## src/rtl/clk_div_bank.sv

```systemverilog
// Bank of independent runtime-programmable clock dividers with per-channel enable and rise ticks.
// Divisor updates are held pending and applied only at a period end, or at once while the channel is halted.
module clk_div_bank #(
    parameter int                NUM_CH      = 2,
    parameter int                CNT_W       = 8,
    parameter int                DEFAULT_DIV = 4,
    parameter logic [NUM_CH-1:0] EN_RST      = '1
) (
    input  logic              clk,
    input  logic              rst,
    input  logic [NUM_CH-1:0] en_i,
    input  logic              cfg_valid_i,
    input  logic [2:0]        cfg_ch_i,
    input  logic [CNT_W-1:0]  cfg_div_i,
    output logic              cfg_ready_o,
    output logic              cfg_err_o,
    output logic [NUM_CH-1:0] pending_o,
    output logic [NUM_CH-1:0] clk_o,
    output logic [NUM_CH-1:0] tick_o
);

    logic [CNT_W-1:0]  cnt      [NUM_CH];
    logic [CNT_W-1:0]  div_reg  [NUM_CH];
    logic [CNT_W-1:0]  pend_div [NUM_CH];
    logic [NUM_CH-1:0] en_reg;
    logic [NUM_CH-1:0] sel;
    logic [NUM_CH-1:0] accept;
    logic [NUM_CH-1:0] run;
    logic [NUM_CH-1:0] at_top;
    logic              in_range;

    // Handshake: a write transfers on any edge where cfg_valid_i && cfg_ready_o.
    // Ready only depends on the addressed channel's pending flag; out-of-range
    // targets are always ready so the write drains and raises cfg_err_o.
    always_comb begin
        sel    = '0;
        at_top = '0;
        for (int i = 0; i < NUM_CH; i++) begin
            sel[i]    = (cfg_ch_i == 3'(i));
            at_top[i] = (cnt[i] == div_reg[i]);
        end
        in_range    = |sel;
        cfg_ready_o = in_range ? ~|(sel & pending_o) : 1'b1;
        accept      = {NUM_CH{cfg_valid_i}} & sel & ~pending_o;
        // A high phase always runs to completion, even after en_i drops.
        run         = en_i | clk_o;
    end

    always_ff @(posedge clk) begin
        if (rst) begin
            cfg_err_o <= 1'b0;
            clk_o     <= '0;
            tick_o    <= '0;
            pending_o <= '0;
            en_reg    <= EN_RST;
            for (int i = 0; i < NUM_CH; i++) begin
                cnt[i]      <= '0;
                div_reg[i]  <= CNT_W'(DEFAULT_DIV);
                pend_div[i] <= CNT_W'(DEFAULT_DIV);
            end
        end else begin
            cfg_err_o <= cfg_valid_i && !in_range;
            for (int i = 0; i < NUM_CH; i++) begin
                en_reg[i] <= run[i];
                tick_o[i] <= run[i] && at_top[i] && !clk_o[i];
                if (run[i]) begin
                    if (at_top[i]) begin
                        cnt[i]   <= '0;
                        clk_o[i] <= ~clk_o[i];
                    end else begin
                        cnt[i] <= cnt[i] + CNT_W'(1);
                    end
                end else begin
                    cnt[i] <= '0;
                end
                // Apply reads the registered pending flag, so a write accepted on a
                // boundary edge waits for the next boundary.
                if (accept[i]) begin
                    pend_div[i]  <= cfg_div_i;
                    pending_o[i] <= 1'b1;
                end else if (pending_o[i] &&
                             ((run[i] && at_top[i] && clk_o[i]) || (!en_reg[i] && !run[i]))) begin
                    div_reg[i]   <= pend_div[i];
                    pending_o[i] <= 1'b0;
                end
            end
        end
    end

endmodule

```

## config.mk

```make
export PLATFORM = sky130hd
export DESIGN_NAME = clk_div_bank
export DESIGN_NICKNAME = d
export VERILOG_FILES = /design/src/rtl/clk_div_bank.sv
export SDC_FILE = /design/constraint.sdc
export NUM_CORES = 1
export LEC_CHECK = 0
export BUFFER_PORTS_ARGS = -buffer_cell sky130_fd_sc_hd__buf_2
export CAP_MARGIN = 20
export CORE_MARGIN = 2
export CORE_UTILIZATION = 40
export CTS_CLUSTER_DIAMETER = 60
export CTS_CLUSTER_SIZE = 16
export DETAILED_ROUTE_END_ITERATION = 10
export SLEW_MARGIN = 20
export SYNTH_ARGS = -nofsm -noshare
export SYNTH_HDL_FRONTEND = slang
export SYNTH_SLANG_ARGS = --single-unit
```

## constraint.sdc

```tcl
create_clock -name clk -period 1.95 [get_ports clk]
set_clock_uncertainty 0.15 [all_clocks]
set_input_delay 0 -clock clk [delete_from_list [all_inputs] [get_ports clk]]
set_output_delay 0 -clock clk [all_outputs]
set_load 0.01 [all_outputs]
```

* Word-level counts from Yosys, hierarchy flattened
Memories as Yosys holds them, arrays and structs flattened. Cells that the tools add are included.
Cells by class: add/sub/neg operators 2, bitwise logic cells 17, multiplexer cells 53, reductions and logical operators 28, equal/unequal tests 3
Operators with widths (number):
- 2-to-1 mux 8 bit | 10
- 2-to-1 mux 1 bit | 43
- adder 8 x 1 -> 8 bit (second input constant) | 2
- == test 8 bit | 2
- logical AND 1 bit | 11
- bitwise OR 1 bit | 10
- zero test 1 bit | 8
- AND 2 bit | 3
- AND reduction 2 bit | 2
- nonzero test 2 bit | 2
- OR reduction 2 bit | 2
- == test 3 x 1 -> 1 bit (second input constant) | 1
- zero test 3 bit | 1
- logical OR 1 bit | 2
- NOT 1 bit | 2
- NOT 2 bit | 1
- bitwise OR 2 bit | 1
Storage, ports and cells: word-level logic and storage cells 113, output and inout port bits 8, bits in writable memories 48, memories 3, register bits 9
Memory list:
- cnt | depth 2, bits a word 8, rd ports 2, clocked after Yosys merged registers in 0, write ports 2, line 22 | logic [CNT_W-1:0] cnt [NUM_CH];
- div_reg | depth 2, bits a word 8, rd ports 2, clocked after Yosys merged registers in 0, write ports 2, line 23 | logic [CNT_W-1:0] div_reg [NUM_CH];
- pend_div | depth 2, bits a word 8, rd ports 2, clocked after Yosys merged registers in 0, write ports 2, line 24 | logic [CNT_W-1:0] pend_div [NUM_CH];

* Logic depth before layout (Yosys ltp)
Gate-level depths: netlist of run 1.
depth in word-level cells 10, mapped depth 6, gate-level depth less buffers 4

* Worst setup path after synthesis of run 1
Ideal clock, no wire load.
path type register to register, from memory cnt[1][3], to memory div_reg[1][2], in the netlist div_reg[0][10] (enable), data required time 1472 ps, path slack -113 ps, stages on the path, launching flop included 5, arrival time 1586 ps, path through edfxtp_1 > xor2_1 > nor4_4 > a41oi_4 > or2b_1
RTL lines (line):
- start: declaration | 22
- end: declaration | 23

==> summary.txt, run 1 <==
Status
  – Status: finished, final reports clean

Pwr
  – Pwr dens: between 700 and 800 mW/mm^2
  – Worst vdd ir: 333 uV
  – Leakage: 1.34 nW

Synth
  – Register bit total from synthesis: 57
  – Largest family of logic cells by synthesized area: simple AND/OR/NAND/NOR gates
  – Seq/Total Area, Yosys: between 50% and 60%
  – Yosys top cell by area: edfxtp_1
  – Post-synthesis compound-gate area fraction: around 10%
  – Mux cell area share after synthesis: 0%
  – Avg Cell Area, Syn: roughly 13 sq um
  – Post-synth EDFFs: 48
  – Ys Warns: 0
  – Post-synth cell types: 35
  – Synth top area share: between 50% and 60%
  – Syn Inst Count: 209
  – Synth cell count leaders: edfxtp_1, xor2_1, nand2b_1, nor2_1
  – Async S/R FF share, synth: 0%
  – Top cells by area, synth: edfxtp_1, xor2_1, dfxtp_1
  – Cell area after synthesis: 0.00272 sq mm
  – Post-Synth Simple-Gate Area: 18.4%
  – Count leader, synth: edfxtp_1
  – XOR/XNOR share of the synthesized area: 9.02%
  – Ys flop type: edfxtp_1
  – Synth Area in Adders: 0.920%

Finish
  – Filler cells: 583
  – Fin nets: 310
  – ANT cells: 0
  – Fin util: about 53%
  – Share of layout cells above drive strength 1: 28.6%
  – Synth-to-Final Area Change: 29.0%

Route
  – Routed WL: ~4700 um
  – DR pass1 iterations: 4
  – DR vias: 1,746
  – WL/cell: 12.6 um
  – DRT iter0 DRCs: 70
  – Drt drc: 0
  – Vias per cell: ~4.6
  – Antenna Violating Nets Remaining: 0

Min path
  – Min-delay worst type: primary input to flop

Placement
  – Port Buffers: 23
  – Post-DP HPWL: 3310 um
  – Routability cong.: 0.758

Clock tree
  – Max clock buf depth: 2
  – Clk_lat worst skew: 0.33 ns
  – # H-tree levels: 3
  – CTS tree: done
  – Clock root buffer: clkbuf_8
  – Clk sinks: 57
  – Num CTS Buffers: 9
  – Clk pin slew, worst setup/hold paths: 0.06 ns

STA
  – Final min period: approximately 1.9 ns
  – Slew Viols, Final: 0
  – RSZ-0062 raised after global routing: true
  – Hold Vio Cnt, Final: 0
  – WHS: roughly 0.29 ns
  – Final Setup Violations: 0
  – Post-route clock period utilization: 98.2%
  – Setup TNS: 0 ns
  – Max frequency: between 500 and 600 MHz

Die
  – I/O pin cnt: 24
  – Die width: 86.4 um
  – Die area: 0.00747 sq mm
  – Initial Util: slightly above 40%
  – CORE AREA: 0.00668 sq mm
  – FP Rows: 30
  – Die H: 86.4 um

Global route
  – Initial antenna violation count: 0
  – Tot GR Track Use: 14.0%
  – Largest net degree at the start of global routing: 31
  – First-pass GRT wire length: 7830 um
  – Vias in the first global route: 1,706
  – Grt ovf: 0

Setup path
  – Startpoint type of the worst setup path: flop
  – Crit end category: flop
  – Crit-path max FO: 8
  – Worst EP required: 1.83 ns
  – Critical path arrival: 1.80 ns
  – Crit path kind: flop to flop

Flow run
  – MaxCap Viol Count: 0
[critical path, stage by stage (launching register included)]
cell	delay (ns)
edfxtp_1	0.44
xor2_1	0.21
nor4_4	0.35
a41oi_4	0.17
or2b_4	0.30
[stage by stage]
step,total power [mW],area (sq um),setup slack [ns],std cells
2_1_floorplan,1.56,2780,-0.0338,224
3_3_place_gp,1.63,3120,0.0404,343
3_5_place_dp,1.63,3120,0.0141,343
4_1_cts,2.68,3460,0.0223,375
5_1_grt,2.77,3510,-0.0240,377
6_report,2.65,3510,0.0354,377
[area by class of cell]
class | count | area, sq um | share of cell area (%)
Timing Repair Buffer | 63 | 463 | 13.2
Clock buffer | 11 | 131 | 3.74
Inverter | 4 | 15.0 | 0.428
Multi-Input combinational cell | 157 | 1130 | 32.2
Clock inverter | 5 | 46.3 | 1.32
Tap cell | 80 | 100 | 2.85
Sequential cell | 57 | 1620 | 46.2
[routing by layer]
layer  track usage, %  part of all wire (%)  up-vias
met3             3.71                   3.8        9
li1                 -                     -      902
met4             7.67                   2.3        0
met1             19.3                    51      803
met5                0                     0        -
met2             20.1                    43       32
[placed cells by master (no fill, tap or decap), types with 4 or more instances in the layout]
| master | netlist | final |
|---|---|---|
| xor2_1 | 26 | 25 |
| nand3_1 | 10 | 10 |
| nor2_1 | 18 | 18 |
| dlygate4sd3_1 | 0 | 16 |
| nor4_4 | 4 | 4 |
| nand2_1 | 5 | 5 |
| conb_1 | 1 | 16 |
| buf_2 | 0 | 23 |
| buf_4 | 0 | 22 |
| inv_1 | 4 | 4 |
| nand2b_1 | 18 | 16 |
| clkbuf_8 | 0 | 9 |
| nor3_1 | 4 | 4 |
| dfxtp_1 | 9 | 9 |
| a21oi_2 | 10 | 12 |
| and2_1 | 9 | 9 |
| edfxtp_1 | 48 | 48 |
| a21oi_1 | 8 | 6 |
[what timing repair did]
item,CTS,global route
endpoints found under the setup margin,1,28
gates cloned,0,0
resized for setup,0,7
endpoints found under the hold margin,25,0
buffers inserted,0,2
hold buffers,16,0
pin swaps,1,1
[power breakdown]
part           internal (mW)  total [mW]  switching [mW]
Sequential              1.37        1.40          0.0282
Clock                  0.575        1.01           0.433
Combinational          0.114       0.238           0.123
[kinds of logic after synthesis]
kind of cell / after synthesis
buf+inv: 10
simple gates: 81
xor+xnor: 28
compound gates: 30
flops: 57
other cells: 1
fa+ha+maj: 2
[worst paths after layout]
path	slack [ns]	cells past startpoint	end	from
worst max-delay path	0.04	4	div_reg[0][12]$_SDFFCE_PN0P_	cnt[1][4]$_SDFFCE_PP0P_
worst min-delay path	0.29	3	en_reg[0]$_SDFF_PP1_	en_i[0]
worst max register to register	0.04	4	div_reg[0][12]$_SDFFCE_PN0P_	cnt[1][4]$_SDFFCE_PP0P_
worst min register to register	0.38	1	div_reg[0][10]$_SDFFCE_PN1P_	pend_div[0][10]$_DFFE_PP_
Power figures use the tool's default switching activity.
==> run 2: changes to the inputs <==
--- a/config.mk
+++ b/config.mk
@@ -8,10 +8,11 @@
 export BUFFER_PORTS_ARGS = -buffer_cell sky130_fd_sc_hd__buf_2
 export CAP_MARGIN = 20
 export CORE_MARGIN = 2
-export CORE_UTILIZATION = 40
+export CORE_UTILIZATION = 53
 export CTS_CLUSTER_DIAMETER = 60
 export CTS_CLUSTER_SIZE = 16
 export DETAILED_ROUTE_END_ITERATION = 10
+export PLACE_DENSITY = 0.75
 export SLEW_MARGIN = 20
 export SYNTH_ARGS = -nofsm -noshare
 export SYNTH_HDL_FRONTEND = slang
==> summary.txt, run 2 (synthesis results as in run 1) <==
Status
  – Status: finished, final reports clean

Setup path
  – Crit-path max FO: 8
  – Crit path kind: flop to flop
  – Cell type of the slowest stage on the worst timing path: edfxtp_1
  – Slowest stage delay, CP: about 0.4 ns
  – Crit end category: flop
  – Buf/Inv on CP: 0
  – Crit-path cells: xor2_2 -> nor4_4 -> a41oi_4 -> or2b_4
  – Critical path arrival: 1.78 ns
  – Startpoint type of the worst setup path: flop
  – Worst EP required: between 1.5 and 2 ns
  – CP delay by family, top: simple AND/OR/NAND/NOR gates

Route
  – Vias per cell: between 4 and 5
  – Antenna Violating Nets Remaining: 0
  – DR pass1 iterations: 4
  – Drt drc: 0
  – WL/cell: 12.7 um
  – Routed WL: 4670 um
  – DR vias: 1,776
  – DRT iter0 DRCs: approximately 100

Placement
  – Post-DP HPWL: 3050 um
  – Routability cong.: 0.763
  – Port Buffers: 23
  – Placed Cells incl. Taps: 332
  – Dpl ws: -0.00119 ns

Finish
  – Most frequent cells in the layout: edfxtp_1, xor2_1, buf_4
  – Most common cell after layout, fill and taps aside: edfxtp_1
  – Share of layout cells above drive strength 1: 28.3%
  – Synth-to-Final Area Change: 28.0%
  – Fin util: 69.0%
  – Fin nets: approximately 310
  – Final Non-Filler Cells: 367
  – ANT cells: 0
  – Filler cells: 343

Pwr
  – Total power: approximately 2.6 mW
  – Worst vdd ir: ~380 uV
  – Leakage: 1.34 nW
  – Pwr dens: 758 mW/mm^2

Clock tree
  – Num CTS Buffers: 9
  – Clk_lat worst skew: 0.33 ns
  – Clock root buffer: clkbuf_8
  – Clk sinks: 57
  – CTS tree: done
  – Clk pin slew, worst setup/hold paths: 0.06 ns
  – Max clock buf depth: 2
  – # H-tree levels: 3

Min path
  – Min-delay worst type: primary input to flop

Global route
  – Largest net degree at the start of global routing: 31
  – Vias in the first global route: 1,654
  – First-pass GRT wire length: 7330 um
  – Initial antenna violation count: 0
  – Tot GR Track Use: between 10% and 20%
  – Grt ovf: 0

STA
  – Final Setup Violations: 0
  – Post-route clock period utilization: 97.4%
  – Final WS setup: 0.0503 ns
  – Hold Vio Cnt, Final: 0
  – RSZ-0062 raised after global routing: true
  – Final min period: roughly 1.9 ns
  – Max frequency: 526 MHz
  – Slew Viols, Final: 0

Die
  – CORE AREA: 0.00504 sq mm
  – Die area: 0.00572 sq mm
  – I/O pin cnt: 24
  – Die H: 75.6 um
  – FP Rows: 26
  – Initial Util: ~54%
  – Die width: roughly 76 um

Flow run
  – MaxCap Viol Count: 0
run 2: cell count changes in the layout (fill, tap and decap cells not counted), sizes merged:
| cell | change |
|---|---|
| clkbuf | -2 |
| clkinv | +1 |
| buf | +1 |
run 2: area by class of cell:
| cell class | count | area, sq um | share of cell area, % |
|---|---|---|---|
| clock buffer | 9 | 124 | 3.56 |
| clock inverter | 6 | 50.0 | 1.44 |
| inverter | 4 | 15.0 | 0.431 |
| multi-input combinational | 157 | 1120 | 32.1 |
| sequential | 57 | 1620 | 46.6 |
| tap | 70 | 87.6 | 2.52 |
| timing repair buffer | 64 | 467 | 13.4 |
run 2: what timing repair did:
item	in CTS	in global routing
gates resized for setup	1	2
endpoints found under the hold margin	25	0
buffers inserted	0	4
endpoints found under the setup margin	8	33
hold buffers	16	0
pin swaps	0	3
run 2: worst paths after layout:
kind | startpoint | slack (ns) | cells past startpoint | to
worst max-delay path | div_reg[0][8]$_SDFFCE_PN0P_ | 0.05 | 4 | div_reg[0][8]$_SDFFCE_PN0P_
worst min register to register | pend_div[0][2]$_DFFE_PP_ | 0.39 | 1 | div_reg[0][2]$_SDFFCE_PN1P_
worst min-delay path | en_i[1] | 0.27 | 3 | en_reg[1]$_SDFF_PP1_
worst max register to register | div_reg[0][8]$_SDFFCE_PN0P_ | 0.05 | 4 | div_reg[0][8]$_SDFFCE_PN0P_
run 2: routing by layer:
layer / share of wire [%] / track usage [%]
met1: 48 / 23.7
met2: 46 / 27.3
met3: 3.2 / 3.97
met4: 2.4 / 11.7
met5: 0 / 0
run 2: stage by stage:
step                      hold WS (ns)  TNS (ns)  area [sq um]
after floorplan                -0.0512    -0.300          2780
after global placement          0.0623         0          3100
after detailed placement        0.0673  -0.00119          3100
after CTS                        0.250         0          3440
after global routing             0.298    -0.427          3480
final                            0.270         0          3480
run 2: worst register-to-register path: cells and delay by family, from the launching register on:
family,cells,cell delay (ns)
simple gates,2,0.66
flops,1,0.41
compound gates,1,0.18
xor+xnor,1,0.21
run 2: report_power, final:
group / switching (mW) / leakage [nW] / internal, mW
sequential: 0.0289 / 0.556 / 1.37
combinational: 0.123 / 0.693 / 0.114
clock: 0.436 / 0.0890 / 0.562
total: 0.587 / 1.34 / 2.05
==> run 3: changes to the inputs <==
--- a/config.mk
+++ b/config.mk
@@ -5,7 +5,7 @@
 export SDC_FILE = /design/constraint.sdc
 export NUM_CORES = 1
 export LEC_CHECK = 0
-export BUFFER_PORTS_ARGS = -buffer_cell sky130_fd_sc_hd__buf_2
+export BUFFER_PORTS_ARGS = -buffer_cell sky130_fd_sc_hd__clkbuf_2
 export CAP_MARGIN = 20
 export CORE_MARGIN = 2
 export CORE_UTILIZATION = 53
==> summary.txt, run 3 (synthesis results as in run 1) <==
Route
  – DRT iter0 DRCs: 100
  – Highest Signal Layer: met4
  – WL/cell: roughly 13 um
  – Antenna Violating Nets Remaining: 0
  – M1 WL: 2240 um
  – Met3 Routed Length: between 150 and 200 um
  – Routed WL: 4660 um
  – Met2 WL post-DR: 2130 um
  – Vias per cell: a little under 5
  – DR pass1 iterations: 4
  – Drt drc: 0
  – DR vias: 1,775

Placement
  – Dpl cell area: 0.00311 sq mm
  – Post-DP HPWL: 3130 um
  – Dpl ws: between 0.008 and 0.009 ns
  – Routability cong.: 0.770
  – Port Buffers: 23

Setup path
  – CP delay by family, top: compound AO/OA/AOI/OAI gates
  – Buf/Inv on CP: 0
  – Crit-path max FO: 5
  – Cell type of the slowest stage on the worst timing path: edfxtp_1
  – Critical path arrival: 1.84 ns
  – Slowest stage delay, CP: 0.44 ns
  – Crit end category: flop
  – Crit path kind: flop to flop
  – Startpoint type of the worst setup path: flop
  – Worst EP required: 1.88 ns
  – Crit-path cells: xor2_1 -> nor4_4 -> a41oi_4 -> a211o_1

Finish
  – Filler cells: 365
  – Most frequent cells in the layout: edfxtp_1, xor2_1, buf_4
  – Most common cell after layout, fill and taps aside: edfxtp_1
  – Share of layout cells above drive strength 1: 28.2%
  – Finished Cell Area: 0.00350 sq mm
  – ANT cells: 0
  – Area occupied by multi-input gates: between 0.001 and 0.0015 sq mm
  – Fin nets: 311
  – Synth-to-Final Area Change: 28.9%
  – Sequential cell area: 0.00162 sq mm

Global route
  – Tot GR Track Use: 19.1%
  – First-pass GRT wire length: 7690 um
  – Initial antenna violation count: 0
  – Vias in the first global route: 1,694
  – Grt ovf: 0
  – Largest net degree at the start of global routing: 31

Flow run
  – MaxCap Viol Count: 0

STA
  – WHS: 0.0344 ns
  – Final Setup Violations: 0
  – Hold Vio Cnt, Final: 0
  – RSZ-0062 raised after global routing: true
  – Max frequency: 525 MHz
  – Slew Viols, Final: 0
  – Setup TNS: 0 ns
  – Post-route clock period utilization: a little over nine tenths
  – Final WS setup: 0.0453 ns
  – Final min period: around 1.9 ns

Die
  – Die area: around 0.0057 sq mm
  – FP Rows: 26
  – CORE AREA: 0.00504 sq mm
  – I/O pin cnt: 24
  – Initial Util: 53.9%
  – Die H: 75.6 um
  – Die width: about 76 um

Pwr
  – Worst vdd ir: 525 uV
  – Leakage: 1.34 nW
  – Pwr dens: 757 mW/mm^2

Clock tree
  – # H-tree levels: 3
  – CTS tree: done
  – Clock root buffer: clkbuf_8
  – Max clock buf depth: 2
  – Clk_lat worst skew: 0.33 ns
  – Num CTS Buffers: 9
  – Clk sinks: 57
  – Clk pin slew, worst setup/hold paths: 0.06 ns

Min path
  – Min-delay worst type: primary input to flop

Status
  – Status: finished, final reports clean
run 3: changes by cell type in the layout (fill, tap and decap cells not counted):
cell / previous run / this run
clkinv_1: 4 / 3
nand2b_4: 0 / 1
clkbuf_1: 0 / 2
buf_2: 23 / 0
nand2b_2: 1 / 0
a21o_2: 1 / 0
a211o_2: 1 / 0
a21o_4: 0 / 1
clkbuf_2: 0 / 23
a211o_4: 0 / 1
run 3: layer usage:
metal,GRT usage (%),vias up
li1,-,907
met4,11.9,0
met1,24.0,814
met2,29.3,41
met5,0,-
met3,5.42,13
run 3: worst paths after layout:
| path | startpoint | to | slack, ns | cells after the start |
|---|---|---|---|---|
| max | cnt[0][2]$_SDFFCE_PP0P_ | div_reg[0][10]$_SDFFCE_PN1P_ | 0.05 | 4 |
| min reg2reg | pend_div[0][2]$_DFFE_PP_ | div_reg[0][2]$_SDFFCE_PN1P_ | 0.36 | 1 |
| min | rst | pending_o[1]$_SDFFE_PP0P_ | 0.03 | 2 |
| max reg2reg | cnt[0][2]$_SDFFCE_PP0P_ | div_reg[0][10]$_SDFFCE_PN1P_ | 0.05 | 4 |
run 3: per-stage QoR:
| stage | utilization (%) | total power, mW | instances |
|---|---|---|---|
| 3_3_place_gp | 61.7 | 1.63 | 333 |
| 2_1_floorplan | - | 1.56 | 224 |
| 3_5_place_dp | 61.7 | 1.63 | 333 |
| 6_report | 69.5 | 2.65 | 368 |
| 4_1_cts | 68.6 | 2.67 | 365 |
| 5_1_grt | 69.5 | 2.76 | 368 |
run 3: cell type report:
type | instances | share of cell area (%)
Timing Repair Buffer | 64 | 13.3
Inverter | 4 | 0.429
Sequential cell | 57 | 46.3
Tap cell | 70 | 2.50
Clock buffer | 11 | 3.75
Clock inverter | 5 | 1.32
Multi-Input combinational cell | 157 | 32.4
run 3: report_power, final:
group          switching (mW)  leakage, nW  internal, mW
clock                   0.433       0.0898         0.575
sequential             0.0280        0.556          1.37
combinational           0.126        0.697         0.116
run 3: what timing repair did:
action | CTS | global route
gates resized for setup | 1 | 4
setup endpoints to repair | 2 | 30
pin swaps | 0 | 1
hold buffers | 16 | 0
setup buffers | 0 | 3
hold endpoints to repair | 25 | 0
